## src/rtl/calc_pkg.sv

```systemverilog
// rtl/calc_pkg.sv - state, display and operation encodings for the calculator sequencer
package calc_pkg;

  typedef enum logic [3:0] {
    ST_IDLE1  = 4'd0,
    ST_LOAD1  = 4'd1,
    ST_IDLE2  = 4'd2,
    ST_LOAD2  = 4'd3,
    ST_SELECT = 4'd4,
    ST_START  = 4'd5,
    ST_WAIT   = 4'd6,
    ST_DONE   = 4'd7,
    ST_ERROR  = 4'd8
  } state_t;

  typedef enum logic [1:0] {
    LED_OPERANDS = 2'b00,
    LED_BUSY     = 2'b01,
    LED_RESULT   = 2'b10,
    LED_ERROR    = 2'b11
  } ledsel_t;

  localparam int TIMEOUT_CYC_DEFAULT = 255;
  localparam int CNT_W               = 10;
  localparam logic [2:0] MS_BAD_LO   = 3'd6;
  localparam logic [2:0] MS_BAD_HI   = 3'd7;

  // Opcodes the ALU cannot execute; these never launch it.
  function automatic logic ms_invalid(input logic [2:0] ms);
    return (ms == MS_BAD_LO) || (ms == MS_BAD_HI);
  endfunction

  function automatic ledsel_t led_for(input state_t s);
    case (s)
      ST_SELECT, ST_START, ST_WAIT: return LED_BUSY;
      ST_DONE:                      return LED_RESULT;
      ST_ERROR:                     return LED_ERROR;
      default:                      return LED_OPERANDS;
    endcase
  endfunction

endpackage

```

## src/rtl/btn_sync_edge.sv

```systemverilog
// rtl/btn_sync_edge.sv - active-low button synchronizer with one-shot press detection
module btn_sync_edge (
  input  logic CLK,
  input  logic clear,
  input  logic btn_n,
  output logic press
);

  logic sync1, sync2;
  logic live1, live2;
  logic high1, high2;

  // high1/high2 only count samples that really came from btn_n, so reset
  // values never arm a press when the button is already held at release.
  always_ff @(posedge CLK or negedge clear) begin
    if (!clear) begin
      sync1 <= 1'b1;
      sync2 <= 1'b1;
      live1 <= 1'b0;
      live2 <= 1'b0;
      high1 <= 1'b0;
      high2 <= 1'b0;
    end else begin
      sync1 <= btn_n;
      sync2 <= sync1;
      live1 <= 1'b1;
      live2 <= live1;
      high1 <= sync2 & live2;
      high2 <= high1;
    end
  end

  assign press = ~sync2 & high1 & high2;

endmodule

```

## src/rtl/calc_sequencer.sv

```systemverilog
// rtl/calc_sequencer.sv - operand load / op select / ALU handshake sequencer
module calc_sequencer
  import calc_pkg::*;
#(
  parameter int TIMEOUT_CYC = TIMEOUT_CYC_DEFAULT
) (
  input  logic       CLK,
  input  logic       clear,
  input  logic       next,
  input  logic [2:0] MS,
  input  logic       alu_done,
  input  logic       alu_err,
  output logic       alu_start,
  output logic       WE,
  output logic       W1,
  output logic [3:0] MS_out,
  output logic [1:0] LEDsel,
  output logic       Done_out,
  output logic       err_out,
  output logic [3:0] cs_out
);

  localparam logic [CNT_W-1:0] TIMEOUT_LAST = CNT_W'(TIMEOUT_CYC - 1);

  state_t           state;
  logic [2:0]       ms_lat;
  logic [CNT_W-1:0] wait_cnt;
  logic             press;

  btn_sync_edge u_btn (
    .CLK   (CLK),
    .clear (clear),
    .btn_n (next),
    .press (press)
  );

  always_ff @(posedge CLK or negedge clear) begin
    if (!clear) begin
      state    <= ST_IDLE1;
      ms_lat   <= '0;
      wait_cnt <= '0;
    end else begin
      case (state)
        ST_IDLE1:  if (press) state <= ST_LOAD1;
        ST_LOAD1:  state <= ST_IDLE2;
        ST_IDLE2:  if (press) state <= ST_LOAD2;
        ST_LOAD2:  state <= ST_SELECT;
        ST_SELECT: if (press) begin
          state  <= ST_START;
          ms_lat <= MS;
        end
        ST_START: begin
          wait_cnt <= '0;
          state    <= ms_invalid(ms_lat) ? ST_ERROR : ST_WAIT;
        end
        // A completion in the last allowed cycle beats the timeout.
        ST_WAIT: begin
          if (alu_done)                     state <= alu_err ? ST_ERROR : ST_DONE;
          else if (wait_cnt == TIMEOUT_LAST) state <= ST_ERROR;
          else                              wait_cnt <= wait_cnt + CNT_W'(1);
        end
        ST_DONE, ST_ERROR: if (press) state <= ST_IDLE1;
        default: state <= ST_IDLE1;
      endcase
    end
  end

  always_comb begin
    alu_start = (state == ST_START) && !ms_invalid(ms_lat);
    WE        = (state == ST_LOAD1) || (state == ST_LOAD2);
    W1        = !((state == ST_IDLE1) || (state == ST_LOAD1));
    case (state)
      ST_SELECT:                  MS_out = {1'b0, MS};
      ST_START, ST_WAIT, ST_DONE: MS_out = {1'b0, ms_lat};
      default:                    MS_out = 4'd0;
    endcase
    LEDsel   = led_for(state);
    Done_out = (state == ST_DONE);
    err_out  = (state == ST_ERROR);
    cs_out   = state;
  end

endmodule

```

## config.mk

```make
export PLATFORM = sky130hd
export DESIGN_NAME = calc_sequencer
export DESIGN_NICKNAME = d
export VERILOG_FILES = /design/src/rtl/calc_pkg.sv /design/src/rtl/btn_sync_edge.sv /design/src/rtl/calc_sequencer.sv
export SDC_FILE = /design/constraint.sdc
export NUM_CORES = 1
export LEC_CHECK = 0
export ABC_AREA = 1
export BUFFER_PORTS_ARGS = -buffer_cell sky130_fd_sc_hd__buf_2
export CORE_ASPECT_RATIO = 0.7
export CORE_MARGIN = 5
export CORE_UTILIZATION = 25
export DETAILED_ROUTE_END_ITERATION = 10
export GPL_ROUTABILITY_DRIVEN = 0
export HOLD_SLACK_MARGIN = 0.1
export PLACE_DENSITY = 0.46
export SLEW_MARGIN = 20
export SYNTH_ARGS = -nofsm -noshare
export SYNTH_HDL_FRONTEND = slang
export SYNTH_HIERARCHICAL = 1
export SYNTH_SLANG_ARGS = --single-unit
```

## constraint.sdc

```tcl
create_clock -name CLK -period 1.3 [get_ports CLK]
set_input_delay 0.13 -clock CLK [delete_from_list [all_inputs] [get_ports CLK]]
set_output_delay 0.13 -clock CLK [all_outputs]
set_load 0.01 [all_outputs]
```

==> Word-level counts from Yosys, hierarchy flattened <==
Cells that the tools add are included.
Widths: inputs -> output; s select.
{ "totals": {"ram_bits": 0, "latchBits": 0, "mem_bits_ro": 0, "n_memories": 0, "register_bits": 23} }
{ "op_classes": {"n_bitwise": 4, "div_mod_pow": 0, "n_reduce_logical": 14, "n_addsub": 1, "multipliers": 0, "muxes": 14, "magnitude_cmp": 0, "n_shift": 0, "eq_ne": 18} }
{ "ops": {"columns": ["operator", "count"], "rows": [
  ["$mux 4", 8],
  ["$pmux 4 s8", 1],
  ["$mux 10", 2],
  ["$pmux 10 s2", 1],
  ["$eq 4x3->1 const B", 4],
  ["$ne 2x2->1 const B", 6],
  ["$add 10x1->10 const B", 1],
  ["$eq 10x8->1 const B", 1],
  ["$eq 4x2->1 const B", 2],
  ["$eq 3x3->1 const B", 2],
  ["$pmux 2 s3", 1],
  ["$pmux 3 s2", 1],
  ["$reduce_or 3->1", 2],
  ["$reduce_and 5->1", 1],
  ["$eq 4x1->1 const B", 1],
  ["$eq 4x4->1 const B", 1],
  ["$logic_not 4->1", 1],
  ["$and 1x1->1", 3],
  ["$logic_or 1x1->1", 3],
  ["$ne 3x3->1 const B", 1],
  ["$reduce_and 3->1", 1],
  ["$logic_not 1->1", 2],
  ["$reduce_and 2->1", 1],
  ["$reduce_bool 2->1", 1],
  ["other kinds (3)", 3]
]} }

==> Longest topological paths before layout <==
{ "logic_depth": {"word_depth": 5, "mapped_depth": 9, "mapped_depth_nobuf": 9} }

==> By module <==
The synthesis kept the hierarchy.
{ "modules_own_cells": {"columns": ["mod", "seq_area_each_um2", "area_each_um2", "cells_per_inst", "instances"], "rows": [
  ["calc_sequencer", 425.4, 1169.9, 167, 1],
  ["btn_sync_edge", 152.6, 171.4, 11, 1]
]} }

==> Worst setup path after synthesis <==
OpenSTA, ideal clock, no wires.
{ "synth_timing": {"path_kind": "reg2reg", "start": "reg wait_cnt[0]", "end": "reg wait_cnt[0]", "slack_ps": -119, "t_arrival_ps": 1286, "synth_period_minus_slack_ps": 1419, "required_time_ps": 1167, "path_buffers": 2, "setup_ps": 133, "path_stages_with_launch": 10, "path_cell_list": "dfrtp_1 > clkbuf_1 > inv_1 > ha_1 > nand2_1 > nand3b_4 > a21boi_4 > buf_6 > nand2_1 > o21ai_0"} }
{ "synth_via": {"elab_chain_cells": 4, "elab_cells_between_ends": 7, "cone_classes": "add/sub: 1; eq/ne: 2; mux: 3; reduce/logical: 1"} }
{ "synth_lines": {"columns": ["item", "line_no", "source"], "rows": [
  ["from (decl)", "calc_sequencer.sv:27", "logic [CNT_W-1:0] wait_cnt;"],
  ["from (signal assigned)", "calc_sequencer.sv:60", "else wait_cnt <= wait_cnt + CNT_W'(1);"],
  ["$add 10x1->10", "calc_sequencer.sv:60", null],
  ["$mux 10", "calc_sequencer.sv:59", "else if (wait_cnt == TIMEOUT_LAST) state <= ST_ERROR;"],
  ["$mux 10", "calc_sequencer.sv:58", "if (alu_done) state <= alu_err ? ST_ERROR : ST_DONE;"],
  ["$pmux 10 s2", "calc_sequencer.sv:43", "case (state)"]
]} }
Several ways; a longest one is shown, not always the timed one. The select of a mux whose other input is x is not followed.
A chain may end at the register's enable or synchronous reset.

==> Worst setup path in the final report <==
{ "layout_timing": {"start": "reg state[0] (netlist: cs_out[0])", "end": "out LEDsel[0]"} }
{ "layout_via": {"elab_chain_cells": 3, "elab_cells_between_ends": 7, "cone_classes": "eq/ne: 5; mux: 1; reduce/logical: 1"} }
{ "layout_lines": {"columns": ["item", "line_no", "source"], "rows": [
  ["from (decl)", "calc_sequencer.sv:25", "state_t state;"],
  ["from (signal assigned)", "calc_sequencer.sv:54", "state <= ms_invalid(ms_lat) ? ST_ERROR : ST_WAIT;"],
  ["from (signal assigned)", "calc_sequencer.sv:58", null],
  ["$eq 4x3->1", "calc_pkg.sv:34", "case (s)"],
  ["$reduce_or 3->1", "calc_pkg.sv:34", null],
  ["$pmux 2 s3 (*)", "calc_pkg.sv:34", null],
  ["to (decl)", "calc_sequencer.sv:17", "output logic [1:0] LEDsel,"]
]} }
Every way passes the cells marked *; elsewhere a longest branch is shown, timed or not.

==> impl_metrics.ini <==
[status]
status = finished, violations left
failing_checks = negative setup slack

[global_route]
first_global_vias = 1247
globalRouteMet2Util = 0.1420
grt_max_degree = 24
use_met3 = 0.03113
gr-max-usage-layer = met1
grt_remaining_overflow = 0
grt_pass1_wl_um = 6044
grt_use_total = 0.1063
grt_met1_usage = 0.1657
grt_antenna_before_repair = 0

[pwr]
cellPowerDensity_nw_per_um2 = 1912
power_uw = 3896
static-leakage-power_uw = 0.001066
power.ir.vdd_worst_mv = 0.4346

[setup_path]
cp-end-kind = primary output
critPathLaunchType = flip-flop
timing.critical_path.fanout_max = 4
worstPathRequired_ns = 1.17
timing.critical_path.arrival_ns = 1.36
critical_path_class = flip-flop to primary output

[timing]
fmaxAchievable_ghz = 0.6695
final.setup.worst_slack_ns = -0.1937
hold_slack_ns = 0.1312
timing_worst_slew_pin_value_ns = 0.5427
timing.max_slew.rel_slack = 0.6382
final-hold-violation-count = 0
grt_setup_unrepaired = yes
worst_clock_skew_ns = 0.003388
layout_min_cycle_time_ns = 1.494
final-setup-viol-count = 24
final_min_period_over_clock_period = 1.149
final_max_slew_viol_count = 0

[min_path]
hold_class = primary input to flip-flop

[place]
inst_count_dp = 302
detailed_place_hpwl_um = 2730
buffer_ports.inserted = 21
dpl_cell_area_um2 = 1773
dp_worst_setup_slack_ns = -0.1380

[clock_network]
clk_pin_slew_ns = 0.09
cts_tree = yes
max-clock-path-buffers = 2
cts_htree_levels = 1
insertion_delay_ns = 0.27
cts.sinks = 23
number_of_clock_buffers_inserted_by_tritoncts = 3
cts-root-buf = clkbuf_8

[routing]
wl_um = 3662
vias_per_cell = 4.097
first_pass_iters = 4
detail_route.wl_per_cell_um = 11.48
detail_route.iter0.violations = 96
drc_errors = 0
detail-route-antenna-nets = 0
route.vias.total = 1307

[floorplanning]
row_count = 22
die_height_um = 71.29
core-area_um2 = 5230
die-width_um = 97.55
die-area_um2 = 6954
ioPinCount = 23
effective_utilization_at_floorplan = 0.2565

[synthesis]
synth_cell_type_count = 26
avgSynthCellArea_um2 = 7.535
synthDominantAreaCellType = dfrtp_1
yosysTopAreaCellShare = 0.3918
synth_seq_cells = 23
synth_sequential_area_ratio = 0.4310
combined_area_of_all_synthesized_cells_um2 = 1341
syn_warnings = 6
ys_top_cells_by_area = dfrtp_1 39%, nand2_1 15%, nand3_1 6.3%
synthesis.instances = 178
synth.net_count = 188

[finish]
share_of_cells_above_drive_strength_1 = 0.4413
n_fill_cell = 570
antenna_cells_inserted = 0
final_design_area_no_fill_um2 = 2037
layout.cells.non_filler = 319
nNetsFinal = 258
layout_overhead_on_the_synthesized_area_pct = 51.87

[run]
timing.max_cap.violations = 0
## kinds of logic (layout without fill, tap and decap cells)
| group | after synthesis | in the layout | share of synthesized area |
|---|---|---|---|
| AND/OR/NAND/NOR | 104 | 105 | 0.3666 |
| XOR/XNOR | 2 | 2 | 0.01306 |
| other | 2 | 2 | 0.005599 |
| adder cells (fa/ha/maj) | 2 | 2 | 0.01865 |
| buffers and inverters | 26 | 94 | 0.08116 |
| flip-flops | 23 | 23 | 0.4310 |
| AO/OA/AOI/OAI | 19 | 19 | 0.08396 |
## worst paths after layout
path / startpoint / to / slack (ns) / cells past startpoint
max in group asynchronous: clear / cs_out[0]$_DFFE_PN0P_ / 0.54 / 2
min reg2reg: u_btn/live1$_DFF_PN0_ / u_btn/live2$_DFF_PN0_ / 0.36 / 0
max: cs_out[0]$_DFFE_PN0P_ / LEDsel[0] / -0.19 / 6
max reg2reg: cs_out[0]$_DFFE_PN0P_ / wait_cnt[8]$_DFFE_PN0P_ / -0.15 / 8
min in group asynchronous: clear / wait_cnt[0]$_DFFE_PN0P_ / 0.37 / 2
min: MS[0] / ms_lat[0]$_DFFE_PN0P_ / 0.13 / 3
## through the flow
step	util	TNS (ns)
2_1_floorplan	-	-0.6425
3_3_place_gp	0.3390	-1.315
3_5_place_dp	0.3390	-1.402
4_1_cts	0.3782	-3.178
5_1_grt	0.3895	-4.975
6_report	0.3895	-2.894
## cells in the mapped netlist
library cell,n
nand2_4,1
buf_6,1
nand2_1,52
nand4_1,3
o22ai_1,1
dfstp_2,2
conb_1,2
o21ai_0,10
a21boi_4,1
nor3b_1,2
nand3b_4,1
nor2_2,1
nand3_1,17
nand2_2,5
nor2_1,18
nor2_4,3
o21bai_1,1
nand3b_1,1
dfrtp_1,21
inv_1,21
inv_2,2
ha_1,2
clkbuf_1,1
o21ai_1,6
buf_4,1
xor2_1,2
## area by class of cell
class | instances | area [um^2] | share of cell area
tap | 72 | 90.09 | 0.04423
sequential | 23 | 581.8 | 0.2856
clock buffer | 3 | 41.29 | 0.02027
inverter | 23 | 86.33 | 0.04238
multi-input combinational | 130 | 745.7 | 0.3661
timing repair buffer | 67 | 484.2 | 0.2377
clock inverter | 1 | 7.507 | 0.003686
## repair_timing
item                                   4_1_cts  5_1_grt
setup buffers                                7        3
pin swaps                                    9        6
resized for setup                           31        9
setup endpoints to repair                   24       26
endpoints found under the hold margin       22        0
cloned                                       0        1
hold buffers                                 2        0
## cells in the final DEF, fill, tap and decap left out, types with 3 or more instances in the layout
master	count
buf_2	20
buf_4	38
buf_6	7
clkbuf_8	3
dfrtp_1	18
dfrtp_2	3
inv_1	16
inv_2	7
nand2_1	49
nand2_2	6
nand2_4	4
nand3_1	15
nand4_1	3
nor2_1	11
nor2_2	5
nor2_4	6
o21ai_0	4
o21ai_1	10
## critical path, cell delays in order, from the launching register on
cell and delay, ns:
dfrtp_2 0.42, buf_4 0.16, nand2_2 0.10, buf_4 0.13, nand2_1 0.07, o21ai_2 0.07
buf_2 0.15
## state kept, by name, indices dropped and copies added, names as in the netlist
name	flops
cs_out	4
ms_lat	3
u_btn/high1	1
u_btn/high2	1
u_btn/live1	1
u_btn/live2	1
u_btn/sync1	1
u_btn/sync2	1
wait_cnt	10
## layer usage
metal / vias up / wire, um
met5: - / 0
met4: 0 / 17
met3: 4 / 195
met2: 30 / 1451
met1: 575 / 1998
li1: 698 / -
## report_power, final
group	internal (uW)	total (uW)	switching (uW)
logic	1160	2360	1190
clock network	217	466	249
registers	909	1070	164
No activity file was read; power rests on OpenSTA's default activity.
